[src/rtl/lru_burst_arbiter.sv]
// Burst-locking arbiter for one crossbar destination port. The highest one-hot rank
// wins, the grant is held until the last-beat handshake, then ranks rotate LRU or stay frozen.
module lru_burst_arbiter #(
  parameter  int N_REQ = 8,
  localparam int IDX_W = $clog2(N_REQ)
) (
  input  logic                     clk,
  input  logic                     rstn,
  input  logic [N_REQ-1:0]         req,
  input  logic [N_REQ-1:0]         last,
  input  logic                     down_ready,
  input  logic                     lru_en,
  output logic [N_REQ-1:0]         gnt,
  output logic [IDX_W-1:0]         gnt_idx,
  output logic                     gnt_valid,
  output logic                     xfer_done,
  output logic [N_REQ*N_REQ-1:0]   rank_o
);

  // state  | meaning
  // IDLE   | no grant; arbitrate among active requesters each cycle
  // LOCKED | grant held for gnt_idx until its last-beat handshake
  typedef enum logic {IDLE, LOCKED} state_t;

  state_t           state;
  logic [N_REQ-1:0] rank     [N_REQ];
  logic [N_REQ-1:0] rank_lru [N_REQ];
  logic [IDX_W-1:0] win_idx;
  logic [N_REQ-1:0] win_rank;
  logic [N_REQ-1:0] rank_w;
  logic             hs;
  logic             burst_end;

  always_comb begin
    win_idx  = '0;
    win_rank = '0;
    for (int i = 0; i < N_REQ; i++) begin
      if (req[i] && (rank[i] > win_rank)) begin
        win_rank = rank[i];
        win_idx  = IDX_W'(i);
      end
    end
  end

  assign hs        = req[gnt_idx] & down_ready;
  assign burst_end = hs & last[gnt_idx];
  assign rank_w    = rank[gnt_idx];

  // Winner drops to lowest rank; everything that was below it moves up one place.
  always_comb begin
    rank_lru = rank;
    for (int i = 0; i < N_REQ; i++) begin
      if (rank[i] == rank_w)
        rank_lru[i] = N_REQ'(1);
      else if (rank[i] > rank_w)
        rank_lru[i] = rank[i];
      else
        rank_lru[i] = rank[i] << 1;
    end
  end

  always_comb begin
    rank_o = '0;
    for (int i = 0; i < N_REQ; i++)
      rank_o[i*N_REQ +: N_REQ] = rank[i];
  end

  always_ff @(posedge clk) begin
    if (!rstn) begin
      state     <= IDLE;
      gnt       <= '0;
      gnt_idx   <= '0;
      gnt_valid <= 1'b0;
      xfer_done <= 1'b0;
      for (int i = 0; i < N_REQ; i++)
        rank[i] <= N_REQ'(1) << i;
    end else begin
      xfer_done <= 1'b0;
      case (state)
        IDLE: begin
          if (|req) begin
            gnt       <= N_REQ'(1) << win_idx;
            gnt_idx   <= win_idx;
            gnt_valid <= 1'b1;
            state     <= LOCKED;
          end
        end
        LOCKED: begin
          if (burst_end) begin
            gnt       <= '0;
            gnt_idx   <= '0;
            gnt_valid <= 1'b0;
            xfer_done <= 1'b1;
            state     <= IDLE;
            if (lru_en)
              rank <= rank_lru;
          end
        end
        default: state <= IDLE;
      endcase
    end
  end

endmodule

[config.mk]
export PLATFORM = sky130hd
export DESIGN_NAME = lru_burst_arbiter
export DESIGN_NICKNAME = d
export VERILOG_FILES = /design/src/rtl/lru_burst_arbiter.sv
export SDC_FILE = /design/constraint.sdc
export NUM_CORES = 1
export LEC_CHECK = 0
export ABC_AREA = 1
export CORE_ASPECT_RATIO = 0.8
export CORE_MARGIN = 5
export CORE_UTILIZATION = 62
export CTS_BUF_LIST = sky130_fd_sc_hd__clkbuf_2
export CTS_CLUSTER_DIAMETER = 30
export DETAILED_ROUTE_END_ITERATION = 16
export MAX_ROUTING_LAYER = met4
export PLACE_DENSITY = 0.95
export SLEW_MARGIN = 20
export SYNTH_ARGS = -nofsm -noshare
export SYNTH_HDL_FRONTEND = slang
export SYNTH_SLANG_ARGS = --single-unit
[constraint.sdc]
create_clock -name clk -period 23.9 [get_ports clk]
set_input_delay 2.39 -clock clk [delete_from_list [all_inputs] [get_ports clk]]
set_output_delay 2.39 -clock clk [all_outputs]
set_load 0.01 [all_outputs]
==> results.txt, run 1 <==
The flow ran to the end, and the final reports show no timing, DRC or antenna violations. A synthesized cell averages 7.169 um2. Count of H-tree levels built during CTS: 3. By area the synthesized netlist is led by sky130_fd_sc_hd__dfxtp_1, sky130_fd_sc_hd__ha_1, sky130_fd_sc_hd__nand2_1, sky130_fd_sc_hd__o21ai_0, sky130_fd_sc_hd__a21oi_1.

The post-detailed-route via-to-cell ratio is 6.305. After detailed routing, the number of remaining DRC violations is 0. The count of input and output buffers is 96, and the met3 routing resource usage after global routing is 0.08642. During I/O placement, the number of pins put on the boundary was 97. At the end of the flow, the number of nets in the layout was 1,170. In the post-synthesis netlist, the cell with the most instances is sky130_fd_sc_hd__nand2_1.

The logs give 13,190 um2 for the die footprint and 6,983 for the via count of the first global-routing pass. For the post-synthesis net count, the log shows 1,086. The tools report the sequential-to-total area share from yosys stat as 0.2293. The logs give 10,810 um2 for the core footprint and 0.1638 for the headroom to the max-slew limit. The overall power consumption was 1001 uW. Static timing analysis puts the maximum clock frequency at 0.07928 GHz. At the pin with the least slew margin, the transition time is 1.246 ns. The repair_antennas step left the layout with diodes totalling 0. The layer with the highest usage was met2. Setup violations remaining at the end of the flow were counted as 0.

In this run, post-CTS hold repair placed 0 buffers. The initial DRC count was 990. The largest fanout on the critical path was 19; the HPWL reported at the end of detailed placement was 16.46 mm.

Synthesis instantiated 40 different standard cells from the library. The first global-routing pass estimated 35.75 mm of wire. The biggest area contributor in the post-synthesis netlist is sky130_fd_sc_hd__dfxtp_1. Worst setup path category: in -> reg. The initial cell density of the core came out at 0.6303.

The final-report max-slew violation count came out at 0. The number of sinks on the clock net came out at 78. For this run, the slowest stage of the critical path takes 0.99 ns.

The async set-reset flop share out of synthesis works out to 0. The logs give 13.18 ns for the data arrival time at the worst-slack endpoint and 0 for the number of warning messages in the yosys log. After detailed routing, the average wire length per cell comes to 18.64 um. The tightest min-delay check is of the reg -> reg type. The detailed router placed 7,459 vias in this run. The setup clock skew after layout came out at 0.03564 ns.

Final estimated routing congestion in global placement: 1.028. Setup repair after global routing left no endpoint under its margin. Entering global routing, the biggest net connects 62 pins. The total overflow left after global routing is 0.

The floorplan has 34 rows. The share of final-layout standard cells stronger than drive strength 1 was 0.07892; the required arrival time at the worst endpoint was 24.47 ns. The worst path needs 12.61 ns of the cycle, external delays included. The maximum ir drop on the vdd rail is 0.09813 mV. Power spread over the standard cell area amounts to 125.3 nW/um2. The tools report the clock latency on the worst-skew pair as 0.61 ns. The tools report the post-placement worst setup slack as 10.87 ns.

The buffer depth of the longest clock path was 2; the fraction of the cycle the final worst path needs was 0.5278. The logs give 0.4928 for the met2 track demand over resource and 22.05 mm for the routed wire length. The logs give 0 for the remaining antenna violation count and 0 ns for the final sum of negative setup slack.

The filler cells instantiated in the layout total 869. Number of hold violations in the final report: 0. The floorplan step set the die height to 103.7 um. Counting the buffers created by CTS gives 9. The number of post-CTS setup repair buffers was 0. The analysis attributes to cell leakage a power of 0.003558 uW. For this run, the detailed router's first-pass iteration total came to 6. Overall fraction of global-route tracks in use: 0.3429. Across the run, the number of max-cap violations was 0. TritonCTS built the clock tree. The post-route worst hold slack was 0.5047 ns. The largest individual stage delay along the critical path comes from the cell sky130_fd_sc_hd__o311ai_2.

The synthesis-to-finish area growth is 17.29%. The met1 routing resource usage after global routing is 0.4750, and the CTS clock-pin slew for the worst setup and hold paths is 0.28 ns. STA classifies the critical path startpoint as an input port.

After synthesis the cells add up to 6810 um2. The initial antenna violation count was 0. STA classifies the critical path endpoint as a flip-flop. Number of synthesized register bits: 78. Across all setup checks in the final design, the least slack found is 11.29 ns. The top cell type's share of synthesized area came out at 0.2293. The cell with the most instances on the worst path is sky130_fd_sc_hd__nand2_1. The most used flip-flop cell after synthesis is sky130_fd_sc_hd__dfxtp_1. Final core utilization: 0.7392. The x dimension of the die was 127.2 um; the post-cts sizing count was 0. Counting flops with a built-in enable in the synthesized netlist gives 0. The root buffer cell is sky130_fd_sc_hd__clkbuf_2. Synthesis produced a netlist whose cell count is 950.

Sorting the synthesized cells by how often they occur yields sky130_fd_sc_hd__nand2_1, sky130_fd_sc_hd__ha_1, sky130_fd_sc_hd__o21ai_0.
==> final cells by class <==
cell class	instances	area, um2	share of cell area
multi-input combinational	763	4830	0.6046
timing repair buffer	101	998.5	0.1250
sequential	78	1562	0.1955
inverter	81	304.0	0.03806
clock buffer	9	45.04	0.005639
clock inverter	7	68.82	0.008615
tap	144	180.2	0.02256
==> kinds of logic after synthesis <==
kind of cell | after synthesis | share of synthesized area
AOI/OAI and AO/OA | 262 | 0.2374
adders and majority gates | 116 | 0.2131
buffers and inverters | 109 | 0.06265
DFF | 78 | 0.2293
and+or+nand+nor | 385 | 0.2576
==> layout by cell type (no fill, tap or decap), types with 12 or more instances in the layout <==
cell,Yosys,final
sky130_fd_sc_hd__a211oi_1,12,12
sky130_fd_sc_hd__a21oi_1,80,80
sky130_fd_sc_hd__a22oi_1,28,28
sky130_fd_sc_hd__clkdlybuf4s50_1,0,96
sky130_fd_sc_hd__dfxtp_1,78,78
sky130_fd_sc_hd__ha_1,116,116
sky130_fd_sc_hd__inv_1,75,75
sky130_fd_sc_hd__nand2_1,187,187
sky130_fd_sc_hd__nand2_2,23,23
sky130_fd_sc_hd__nand3_1,66,66
sky130_fd_sc_hd__nand4_1,12,12
sky130_fd_sc_hd__nor2_1,69,69
sky130_fd_sc_hd__o21ai_0,83,76
==> final timing paths <==
path / from / cells after the start / slack (ns) / end
worst max-delay path: req[0] / 61 / 11.29 / gnt[3]$_SDFFE_PN0P_
worst min-delay path: gnt[5]$_SDFFE_PN0P_ / 2 / 0.50 / gnt[5]$_SDFFE_PN0P_
worst max register to register: rank_o[5]$_SDFFE_PN0P_ / 62 / 12.96 / gnt[3]$_SDFFE_PN0P_
worst min register to register: gnt[5]$_SDFFE_PN0P_ / 2 / 0.50 / gnt[5]$_SDFFE_PN0P_
==> flip-flops by register name, indices dropped and copies added (netlist names) <==
register and count:
rank_o 64, gnt 8, gnt_idx 3, gnt_valid 1, state 1, xfer_done 1
==> power breakdown <==
| group | internal (uW) | leakage, uW | switching, uW |
|---|---|---|---|
| clock | 17.6 | 0.0000732 | 58.6 |
| sequential | 141 | 0.000631 | 18.6 |
| combinational | 273 | 0.00285 | 491 |
==> layer usage <==
| layer | wire length, um | vias to the layer above |
|---|---|---|
| met2 | 9233 | 484 |
| met4 | 589 | 0 |
| met1 | 9424 | 3365 |
| met3 | 2801 | 77 |
| li1 | - | 3533 |
| met5 | 0 | - |
==> worst max-delay path: cells and delay by family <==
family          cells  cell delay (ns)
compound gates     17             3.96
simple gates       32             3.71
fa+ha+maj           7             2.23
buf+inv             5             0.85
==> through the flow <==
step	cell area, um2	instances
final	7988	1183
after floorplan	6810	950
after global routing	7988	1183
after global placement	7866	1167
after CTS	7980	1183
after detailed placement	7866	1167
(Power assumes the default switching activity.)
==> run 2: changes to the inputs <==
--- a/config.mk
+++ b/config.mk
@@ -8,12 +8,12 @@
 export ABC_AREA = 1
 export CORE_ASPECT_RATIO = 0.8
 export CORE_MARGIN = 5
-export CORE_UTILIZATION = 62
+export CORE_UTILIZATION = 57
 export CTS_BUF_LIST = sky130_fd_sc_hd__clkbuf_2
 export CTS_CLUSTER_DIAMETER = 30
 export DETAILED_ROUTE_END_ITERATION = 16
 export MAX_ROUTING_LAYER = met4
-export PLACE_DENSITY = 0.95
+export PLACE_DENSITY = 0.93
 export SLEW_MARGIN = 20
 export SYNTH_ARGS = -nofsm -noshare
 export SYNTH_HDL_FRONTEND = slang
==> constraint.sdc (replaced) <==
create_clock -name clk -period 12.1 [get_ports clk]
set_input_delay 1.21 -clock clk [delete_from_list [all_inputs] [get_ports clk]]
set_output_delay 1.21 -clock clk [all_outputs]
set_load 0.01 [all_outputs]
==> results.txt, run 2 (synthesis gave the netlist of run 1 again) <==
The worst register-to-register path has a setup slack of 1.33 ns. The initial cell density of the core is 0.5868. The headroom to the max-slew limit was 0.2035. The initial antenna violation count is 0. The worst hold path was traced through 2 stages. The combinational fraction of design power was 0.764.

The power density relative to cell area works out to 244.1 nW/um2. The run gives 7976 um2 as the total non-filler cell area in the finished layout. Counting cells, the worst reg-to-reg path comes to 64. The die covers 14,250 um2.

The flow ran to the end, and the final reports show no timing, DRC or antenna violations. OpenSTA, run right after detailed placement, puts the worst setup slack at 0.1579 ns. The required arrival time at the worst endpoint was 12.63 ns. The run gives 0 ns as the final sum of negative setup slack. The met2 track demand over resource was 0.4564; the actual transition at the worst max-transition pin was 1.187 ns. The wire-length estimate of the detail-placed layout is 16.19 mm. Setup violations remaining at the end of the flow were counted as 0.

Switching fraction of total power: 0.5652. The net load switching power is 1100 uW, and the fraction of the cycle the final worst path needs is 0.9280. The logs give 0 for the number of post-CTS setup repair buffers and 0.07897 for the met3 routing resource usage after global routing.

The kind of end point of the critical path was a flip-flop. In the layout the commonest cells are sky130_fd_sc_hd__nand2_1, sky130_fd_sc_hd__ha_1, sky130_fd_sc_hd__clkdlybuf4s50_1. The most common library cell in the layout ignoring fill and taps was sky130_fd_sc_hd__nand2_1.

The leakage dissipation came out at 0.003539 uW. The data arrival time at the worst-slack endpoint was 11.76 ns; the largest fanout on the critical path was 19. The routed wire length came out at 21.31 mm. The total congestion overflow was 0; the final estimated routing congestion in global placement was 0.9941. The tree built by TritonCTS fans out to 78 sinks. The largest single stage delay on the critical path is 0.52 ns. The routed design could run at a clock period as short as 11.23 ns. CTS built an H-tree with a depth of 3. The register with the most flip-flops in the layout has 64 of them.

The worst-case IR drop observed on VDD is 0.2222 mV. Remaining antenna violation count: 0. Number of hold buffers added after cts: 0. 0 antenna diodes ended up in the layout. Measured along the x axis, the die boundary spans 132.2 um. The tools report the reg-to-reg critical path startpoint as rank_o[5]$_SDFFE_PN0P_. Relative to the synthesized area, the layout overhead comes to 17.12%. The tools report the area of placed instances as 7864 um2. The worst hold path terminates at gnt[4]$_SDFFE_PN0P_. The worst setup path is launched from an input port. In this run the critical register-to-register path is captured at gnt[2]$_SDFFE_PN0P_. The first routing iteration left 707 violations. The classification of the worst-slack hold path was reg -> reg. Counting stages on the worst path, the most repeated cell is sky130_fd_sc_hd__nand2_1. The tools report the overall fraction of global-route tracks in use as 0.3044. Derived from the worst setup path, the maximum achievable clock frequency is 0.08905 GHz. Entering global routing, the biggest net connects 39 pins. Number of hold violations in the final report: 0.

The tools report the internal power consumption as 846.6 uW. TritonCTS created 9 clock buffers. The number of placement rows came out at 35. The vias after detailed routing is 7,299. TritonCTS built the clock tree.

The tools report the final-report max-slew violation count as 0. For the met1 routing resource usage after global routing, the log shows 0.4127. The run gives 0 as the max-capacitance violation count. The count of input and output buffers is 96, and the floorplan die height is 107.8 um.

The tree is rooted in a sky130_fd_sc_hd__clkbuf_2. The logs give 0.6873 for the final core utilization and 0.166 for the register share of total power. Counting along the longest clock path gives a buffer depth of 2.

First-pass GRT wire length: 34.44 mm. The worst setup path is of the in -> reg kind. After clock tree synthesis, the clock-pin slew on the worst setup and hold paths is 0.26 ns.

The setup clock skew after layout was 0.03336 ns; the number of top-level pins was 97. Mean routed wirelength per cell: 17.97 um. Critical-path cell with the highest stage delay: sky130_fd_sc_hd__clkdlybuf4s50_1.

Dividing the detail-routed via count by the number of cells gives 6.154. After detailed routing, the number of remaining DRC violations is 0. The region available for standard cell placement spans 11,600 um2. The final layout contains 1,169 nets.

The layer with the highest usage was met2. Setup slack on the critical path of the routed design comes to 0.8706 ns. The share of total power in the clock network was 0.070. The clock latency on the worst-skew pair came out at 0.59 ns. The via count of the first global-routing pass was 6,677.

The share of final-layout standard cells stronger than drive strength 1 came out at 0.07611. The count of TritonRoute iterations in the first routing pass came out at 6. Setup repair after global routing left no endpoint under its margin.

In this run the most critical hold path is launched from gnt[4]$_SDFFE_PN0P_.
run 2: metrics by stage:
| step | std cells | hold slack, ns | total power [uW] |
|---|---|---|---|
| 6_report | 1186 | 0.4980 | 1947 |
| 5_1_grt | 1186 | 0.5365 | 2147 |
| 4_1_cts | 1186 | 0.4940 | 1901 |
| 3_5_place_dp | 1170 | 0.4627 | 1759 |
| 3_3_place_gp | 1170 | 0.4606 | 1713 |
| 2_1_floorplan | 950 | 0.4896 | 1425 |
run 2: worst max path at each step:
stage | startpoint | to | depth (start not counted)
2_1_floorplan | req[0] | gnt[7]$_SDFFE_PN0P_ | 67
3_5_place_dp | req[0] | gnt[0]$_SDFFE_PN0P_ | 60
3_3_place_gp | req[0] | gnt[2]$_SDFFE_PN0P_ | 61
4_1_cts | req[0] | gnt[2]$_SDFFE_PN0P_ | 60
6_report | req[0] | gnt[2]$_SDFFE_PN0P_ | 63
5_1_grt | req[0] | gnt[2]$_SDFFE_PN0P_ | 66
run 2: power groups by stage:
stage	sequential [uW]	combinational, uW	clock [uW]
global route	327	1670	150
floorplan	310	1110	0
detailed placement	326	1430	0
CTS	321	1440	139
global placement	325	1390	0
finish	323	1490	137
run 2: worst max-delay path, delay by kind of cell:
| kind | cells | cell delay (ns) |
|---|---|---|
| buffers and inverters | 3 | 0.71 |
| and+or+nand+nor | 34 | 3.73 |
| adders and majority gates | 7 | 2.23 |
| AOI/OAI and AO/OA | 19 | 3.86 |
run 2: cell type report:
cell class	instances	area [um2]
multi-input combinational	763	4832
fill	968	3628
sequential	78	1563
timing repair buffer	100	991.0
inverter	81	304.0
tap	148	185.2
clock inverter	7	56.30
clock buffer	9	45.04
run 2: repair_timing:
| action | in CTS | in global routing |
|---|---|---|
| endpoints found under the hold margin | 0 | 0 |
| resized for setup | 0 | 2 |
| setup endpoints to repair | 0 | 10 |
run 2: per-layer routing:
layer,wire length (um),share of wire
met1,9368,0.44
met2,8980,0.42
met3,2562,0.12
met4,398,0.019
met5,0,0
